### src/rtl/mc_ctrl.sv
// Multi-cycle instruction controller: sequences fetch/decode/exec/mem/wb.
// Latency: j/jal/jr 2, branch 3, R/imm 4, sw 4, lw 5 cycles plus memory waits.
// Backpressure: waits in FETCH/MEM for mem_ready; TIMEOUT idle cycles -> HALT.
//
// Ports:
//   clk, rst_n          clock, async active-low reset
//   op_in, func_in      instruction fields from memory read data (latched on ir_we)
//   alu_zero            ALU zero flag, used by beq/bne in EXEC
//   mem_ready           memory completes the request (FETCH/MEM only)
//   mem_req/sel/we      memory request, 0 instr / 1 data, write enable
//   ir_we, pc_we,pc_src instruction register / PC write controls
//   reg_we, reg_dst,
//   mem_to_reg          register file write controls
//   alu_src, ext_mode,
//   alu_op              ALU operand/operation select
//   state, retire,
//   halted, fault       status
module mc_ctrl #(
   parameter int TIMEOUT = 16
) (
   input  logic       clk,
   input  logic       rst_n,
   input  logic [5:0] op_in,
   input  logic [5:0] func_in,
   input  logic       alu_zero,
   input  logic       mem_ready,
   output logic       mem_req,
   output logic       mem_sel,
   output logic       mem_we,
   output logic       ir_we,
   output logic       pc_we,
   output logic [1:0] pc_src,
   output logic       reg_we,
   output logic [1:0] reg_dst,
   output logic [1:0] mem_to_reg,
   output logic       alu_src,
   output logic       ext_mode,
   output logic [2:0] alu_op,
   output logic [2:0] state,
   output logic       retire,
   output logic       halted,
   output logic [1:0] fault
);

   typedef enum logic [2:0] {
      S_FETCH  = 3'd0,
      S_DECODE = 3'd1,
      S_EXEC   = 3'd2,
      S_MEM    = 3'd3,
      S_WB     = 3'd4,
      S_HALT   = 3'd7
   } st_t;

   localparam logic [1:0] FLT_NONE    = 2'd0;
   localparam logic [1:0] FLT_ILLEGAL = 2'd1;
   localparam logic [1:0] FLT_TIMEOUT = 2'd2;

   localparam int CW = (TIMEOUT > 1) ? $clog2(TIMEOUT) : 1;
   localparam logic [CW-1:0] WAIT_LAST = CW'(TIMEOUT - 1);

   st_t           cur;
   logic [5:0]    op_r;
   logic [5:0]    func_r;
   logic [CW-1:0] wait_cnt;
   logic [1:0]    fault_r;

   // Decode of the latched instruction only; op_in/func_in are never looked at
   // after the fetch cycle.
   logic is_r, is_j, is_jal, is_jr, is_sys, is_beq, is_bne, is_br;
   logic is_lw, is_sw, supported;

   always_comb begin
      is_r    = (op_r == 6'h00);
      is_j    = (op_r == 6'h02);
      is_jal  = (op_r == 6'h03);
      is_jr   = is_r && (func_r == 6'h08);
      is_sys  = is_r && (func_r == 6'h0C);
      is_beq  = (op_r == 6'h04);
      is_bne  = (op_r == 6'h05);
      is_br   = is_beq || is_bne;
      is_lw   = (op_r == 6'h23);
      is_sw   = (op_r == 6'h2B);
      supported = 1'b0;
      case (op_r)
         6'h00, 6'h04, 6'h05, 6'h08, 6'h0A,
         6'h0C, 6'h0D, 6'h0F, 6'h23, 6'h2B: supported = 1'b1;
         default:                            supported = 1'b0;
      endcase
   end

   // ALU controls implied by the latched opcode.
   logic [2:0] dec_alu_op;
   logic       dec_alu_src;
   logic       dec_ext;

   always_comb begin
      dec_alu_op  = 3'd0;
      dec_alu_src = 1'b0;
      dec_ext     = 1'b0;
      case (op_r)
         6'h00:        begin dec_alu_op = 3'd2; dec_alu_src = 1'b0; dec_ext = 1'b0; end
         6'h04, 6'h05: begin dec_alu_op = 3'd1; dec_alu_src = 1'b0; dec_ext = 1'b0; end
         6'h23, 6'h2B: begin dec_alu_op = 3'd0; dec_alu_src = 1'b1; dec_ext = 1'b1; end
         6'h08:        begin dec_alu_op = 3'd0; dec_alu_src = 1'b1; dec_ext = 1'b1; end
         6'h0A:        begin dec_alu_op = 3'd5; dec_alu_src = 1'b1; dec_ext = 1'b1; end
         6'h0C:        begin dec_alu_op = 3'd3; dec_alu_src = 1'b1; dec_ext = 1'b0; end
         6'h0D:        begin dec_alu_op = 3'd4; dec_alu_src = 1'b1; dec_ext = 1'b0; end
         6'h0F:        begin dec_alu_op = 3'd6; dec_alu_src = 1'b1; dec_ext = 1'b0; end
         default:      begin dec_alu_op = 3'd0; dec_alu_src = 1'b0; dec_ext = 1'b0; end
      endcase
   end

   // State, latched instruction, wait counter and fault code.
   always_ff @(posedge clk or negedge rst_n) begin
      if (!rst_n) begin
         cur      <= S_FETCH;
         op_r     <= 6'd0;
         func_r   <= 6'd0;
         wait_cnt <= '0;
         fault_r  <= FLT_NONE;
      end else begin
         // Counter only survives across consecutive waiting cycles, so it is
         // zero on every entry to FETCH or MEM.
         wait_cnt <= '0;
         case (cur)
            S_FETCH: begin
               if (mem_ready) begin
                  op_r   <= op_in;
                  func_r <= func_in;
                  cur    <= S_DECODE;
               end else if (wait_cnt == WAIT_LAST) begin
                  cur     <= S_HALT;
                  fault_r <= FLT_TIMEOUT;
               end else begin
                  wait_cnt <= wait_cnt + 1'b1;
               end
            end
            S_DECODE: begin
               if (is_j || is_jal || is_jr) begin
                  cur <= S_FETCH;
               end else if (is_sys) begin
                  cur <= S_HALT;
               end else if (supported) begin
                  cur <= S_EXEC;
               end else begin
                  cur     <= S_HALT;
                  fault_r <= FLT_ILLEGAL;
               end
            end
            S_EXEC: begin
               if (is_br)               cur <= S_FETCH;
               else if (is_lw || is_sw) cur <= S_MEM;
               else                     cur <= S_WB;
            end
            S_MEM: begin
               if (mem_ready) begin
                  cur <= is_sw ? S_FETCH : S_WB;
               end else if (wait_cnt == WAIT_LAST) begin
                  cur     <= S_HALT;
                  fault_r <= FLT_TIMEOUT;
               end else begin
                  wait_cnt <= wait_cnt + 1'b1;
               end
            end
            S_WB:    cur <= S_FETCH;
            S_HALT:  cur <= S_HALT;
            default: cur <= S_FETCH;
         endcase
      end
   end

   // Strobes and controls are decoded from the current state so they can act
   // on mem_ready/alu_zero in the same cycle; all of them are forced low while
   // reset is asserted.
   always_comb begin
      mem_req    = 1'b0;
      mem_sel    = 1'b0;
      mem_we     = 1'b0;
      ir_we      = 1'b0;
      pc_we      = 1'b0;
      pc_src     = 2'd0;
      reg_we     = 1'b0;
      reg_dst    = 2'd0;
      mem_to_reg = 2'd0;
      alu_src    = 1'b0;
      ext_mode   = 1'b0;
      alu_op     = 3'd0;
      retire     = 1'b0;
      if (rst_n) begin
         case (cur)
            S_FETCH: begin
               mem_req = 1'b1;
               if (mem_ready) begin
                  ir_we = 1'b1;
                  pc_we = 1'b1;
               end
            end
            S_DECODE: begin
               if (is_j || is_jal) begin
                  pc_we  = 1'b1;
                  pc_src = 2'd2;
                  retire = 1'b1;
                  if (is_jal) begin
                     reg_we     = 1'b1;
                     reg_dst    = 2'd2;
                     mem_to_reg = 2'd2;
                  end
               end else if (is_jr) begin
                  pc_we  = 1'b1;
                  pc_src = 2'd3;
                  retire = 1'b1;
               end else if (is_sys) begin
                  retire = 1'b1;
               end
            end
            S_EXEC: begin
               alu_op   = dec_alu_op;
               alu_src  = dec_alu_src;
               ext_mode = dec_ext;
               if (is_br) begin
                  pc_src = 2'd1;
                  pc_we  = is_beq ? alu_zero : ~alu_zero;
                  retire = 1'b1;
               end
            end
            S_MEM: begin
               alu_op   = dec_alu_op;
               alu_src  = dec_alu_src;
               ext_mode = dec_ext;
               mem_req  = 1'b1;
               mem_sel  = 1'b1;
               mem_we   = is_sw;
               retire   = mem_ready && is_sw;
            end
            S_WB: begin
               alu_op     = dec_alu_op;
               alu_src    = dec_alu_src;
               ext_mode   = dec_ext;
               reg_we     = 1'b1;
               reg_dst    = {1'b0, is_r};
               mem_to_reg = {1'b0, is_lw};
               retire     = 1'b1;
            end
            default: ;
         endcase
      end
   end

   assign state  = cur;
   assign halted = (cur == S_HALT);
   assign fault  = fault_r;

endmodule

### config.mk
export PLATFORM = sky130hd
export DESIGN_NAME = mc_ctrl
export DESIGN_NICKNAME = d
export VERILOG_FILES = /design/src/rtl/mc_ctrl.sv
export SDC_FILE = /design/constraint.sdc
export NUM_CORES = 1
export LEC_CHECK = 0
export BUFFER_PORTS_ARGS = -buffer_cell sky130_fd_sc_hd__buf_4
export CAP_MARGIN = 40
export CORE_UTILIZATION = 30
export CTS_CLUSTER_SIZE = 8
export DETAILED_ROUTE_END_ITERATION = 7
export PLACE_DENSITY = 0.56
export SLEW_MARGIN = 15
export SYNTH_ARGS = -nofsm -noshare
export SYNTH_HDL_FRONTEND = slang
export SYNTH_SLANG_ARGS = --single-unit
### constraint.sdc
create_clock -name clk -period 4.25 [get_ports clk]
set_input_delay 0 -clock clk [delete_from_list [all_inputs] [get_ports clk]]
set_output_delay 0 -clock clk [all_outputs]
set_load 0.02 [all_outputs]
==> out/qor.log <==
[place] routability congestion estimate from global placement 0.790
[clock_network] number of hold buffers added after cts 13
[yosys] Post-Syn Nets 175
[power_and_ir_drop] combinational fraction of design power 47.6%
[drt] overall routed net length 3470 µm
[yosys] gate count after technology mapping 158
[floorplan] Core Footprint 0.00447 mm²
[clock_network] number of buffers on the longest clock path 2
[sta] final number of hold-violating endpoints 0
[clock_network] cell chosen for the clock root sky130_fd_sc_hd__clkbuf_8
[yosys] number of distinct library cells after synthesis 54
[sta] share of the cycle needed by the critical path after routing 53.0%
[clock_network] number of buffers added by the clock tree synthesis step 3
[final_layout] leading cell type in the layout, fill and taps excluded sky130_fd_sc_hd__buf_4
[yosys] number of enable-type register cells in the synthesized netlist 0
[drt] Avg Vias per Cell 5.17
[sta] number of setup violations in the final report 0
[floorplan] die boundary height 71.2 µm
[worst_setup_path] critical path cell sequence nor3_1 -> nor3b_1 -> a41oi_1 -> a211oi_1 -> buf_4
[place] placed standard-cell area 0.00172 mm²
[sta] sum of negative setup slack 0 ps
[worst_setup_path] highest cell delay on the worst timing path 530 ps
[outcome] failing checks design-rule violations
[worst_setup_path] path type of the worst setup path register to primary output
[final_layout] commonest cells after routing, fill and taps aside sky130_fd_sc_hd__buf_4, sky130_fd_sc_hd__dfrtp_1, sky130_fd_sc_hd__nor2_1
[worst_setup_path] destination of the worst register-to-register timing path fault[1]
[worst_setup_path] R2R depth 4
[outcome] result of the run finished, violations left
[power_and_ir_drop] Switching Fraction 45.3%
[clock_network] Max H-tree Level 1
[final_layout] count of fill cells added during filler insertion 456
[final_layout] sequential cell area in the final layout 526 µm²
[yosys] average footprint of a synthesized cell 9.09 µm²
[worst_setup_path] required time of the critical path 4250 ps
[drt] via count of the routed design 1319
[sta] Slew Limit Headroom 53.9%
[clock_network] CTS sink cnt 21
[power_and_ir_drop] Static Leak 0.816 nW
[worst_setup_path] critical path's slowest cell sky130_fd_sc_hd__dfrtp_1
[yosys] Top FF cell, synth sky130_fd_sc_hd__dfrtp_1
[power_and_ir_drop] Pwr Density 573 mW/mm²
[drt] First DRT Iteration DRCs 96
[hold_path] Hold WC Path Type input pin to register
[power_and_ir_drop] proportion of power drawn by flip-flops and latches 40.6%
[floorplan] Die X-Extent 71.2 µm
[yosys] count of state elements after synthesis 21
[sta] setup repair after global routing missed its margin no
[worst_setup_path] startpoint of the lowest-slack register-to-register path state[0]
[place] placed wire-length estimate 2480 µm
[yosys] FFs w/ async S/R, synth 100%
[sta] Hold Worst Slack 172 ps
[power_and_ir_drop] cell internal pwr 593 µW
[sta] final number of max-transition violations 0
[drt] average wire length per cell after detail routing 13.6 µm
[final_layout] area taken by multi-input logic gates 812 µm²
[hold_path] worst hold path cell count 3
[worst_setup_path] kind of end point of the critical path primary output
[yosys] cell accounting for the most synthesized area sky130_fd_sc_hd__dfrtp_1
[sta] slew at the pin closest to its max-slew limit 689 ps
[clock_network] TritonCTS clock tree yes
[clock_network] register clock-pin slew on the reported worst setup and hold paths 70 ps
[sta] highest clock rate 444 MHz
[power_and_ir_drop] clock share of power 11.8%
[worst_setup_path] reg-to-reg slack, setup 2260 ps
[clock_network] buffer count from post-CTS setup fixing 0
[drt] Final ANT Viol Nets 0
[floorplan] num rows 24
[sta] setup clock skew after layout 1.71 ps
[global_routing] largest net degree at the start of global routing 31
[final_layout] antenna cell count 0
[final_layout] Area growth, synth to finish 31.8%
[global_routing] GRT overflow 0
[worst_setup_path] Worst setup SP type register
[floorplan] initial core utilization 32.1%
[final_layout] cell area after layout 0.00189 mm²
[job] max cap viols 0
[power_and_ir_drop] peak supply drop 0.205 mV
[worst_setup_path] Crit path arrival time 2250 ps
[yosys] dominant cells by area after synthesis sky130_fd_sc_hd__dfrtp_1, sky130_fd_sc_hd__mux2_2, sky130_fd_sc_hd__nor2_1
[hold_path] hold path endpoint state[2]
[global_routing] first-pass GRT wire length 5720 µm
[global_routing] GRT Overall Usage 14.3%
[clock_network] Clk Latency, worst-skew pair 260 ps
[clock_network] post_cts resized 0
[drt] length of the first detailed-routing pass in iterations 6
[worst_setup_path] crit-path max FO 12
[yosys] Syn Std Cell Area 0.00144 mm²
[hold_path] critical hold path startpoint mem_ready
[drt] Residual DRC 2
[power_and_ir_drop] NetSw 490 µW
[place] Port Buf Inserts 39
[final_layout] final net count 221
[final_layout] ratio of cells with drive above 1 in the final layout 31.0%
[floorplan] Ports 40
[yosys] warnings from Yosys 0
[global_routing] number of antenna violations at the first check in global routing 0
[yosys] area share of the largest cell type after synthesis 36.6%
[global_routing] via count of the first global-routing pass 1251
[floorplan] overall die area 0.00507 mm²
[sta] fin crit period 2250 ps
[yosys] sequential cell area fraction in the yosys report 36.6%
==> cell usage after synthesis, types with 3 or more instances <==
cell type / n
sky130_fd_sc_hd__dfrtp_1: 21
sky130_fd_sc_hd__nor2_1: 19
sky130_fd_sc_hd__nand2_1: 13
sky130_fd_sc_hd__mux2_2: 10
sky130_fd_sc_hd__a21oi_1: 7
sky130_fd_sc_hd__nor3_1: 7
sky130_fd_sc_hd__inv_1: 5
sky130_fd_sc_hd__nor3b_1: 4
sky130_fd_sc_hd__o21ai_0: 4
sky130_fd_sc_hd__a211oi_1: 3
sky130_fd_sc_hd__buf_2: 3
sky130_fd_sc_hd__buf_6: 3
sky130_fd_sc_hd__nor4_1: 3
sky130_fd_sc_hd__or3_1: 3
==> through the flow <==
step           utilization (%)  setup slack (ps)  cells  total power [mW]
6_report                  42.3              2000    255              1.08
5_1_grt                   42.3              1720    255              1.17
4_1_cts                   42.3              2030    255              1.09
3_5_place_dp              38.4              2310    238             0.948
3_3_place_gp              38.4              2300    238             0.954
2_1_floorplan                -              2400    158             0.835
==> worst max path at each step <==
stage                        start        to  depth (start not counted)
after global routing       op_r[3]     pc_we                          5
after floorplan           state[1]     pc_we                          5
final                      op_r[3]     pc_we                          5
after global placement    state[0]  fault[1]                          4
after detailed placement  state[0]  fault[1]                          4
after CTS                  op_r[3]     pc_we                          5
==> cell type report <==
| cell class | count | share of cell area, % |
|---|---|---|
| sequential | 21 | 27.8 |
| tap | 52 | 3.44 |
| clock buffer | 4 | 2.38 |
| timing repair buffer | 52 | 22.3 |
| inverter | 6 | 1.19 |
| multi-input combinational | 120 | 42.9 |
==> routing by layer <==
metal	global-route usage [%]	wire [µm]
met2	22.0	1580
met3	1.99	140
met1	19.9	1680
met5	0	0
met4	6.67	65
==> critical path: cells and delay by family (launching register included) <==
| family | cells | cell delay (ps) |
|---|---|---|
| AND/OR/NAND/NOR | 2 | 810 |
| flip-flops | 1 | 530 |
| AO/OA/AOI/OAI | 2 | 470 |
| buffers and inverters | 1 | 180 |
==> sequential cells by signal (all words and copies together), names as in the netlist <==
name and flops:
func_r 6, op_r 6, wait_cnt 4, state 3, fault 2
==> kinds of logic (layout without fill, tap and decap cells) <==
logic type      count (synthesis)  in the layout  synth area share (%)
simple gates                   70             70                  28.0
compound gates                 36             36                  18.0
flops                          21             21                  36.6
buf+inv                        17             62                  6.88
mux                            10             10                  7.84
xor+xnor                        3              3                  1.83
fa+ha+maj                       1              1                 0.871
==> power groups by stage <==
stage / clock network (mW) / registers [mW] / logic, mW
global route: 0.140 / 0.461 / 0.570
finish: 0.128 / 0.440 / 0.516
CTS: 0.135 / 0.437 / 0.519
detailed placement: 0 / 0.441 / 0.507
global placement: 0 / 0.443 / 0.511
floorplan: 0 / 0.354 / 0.481
(Power assumes the default switching activity.)
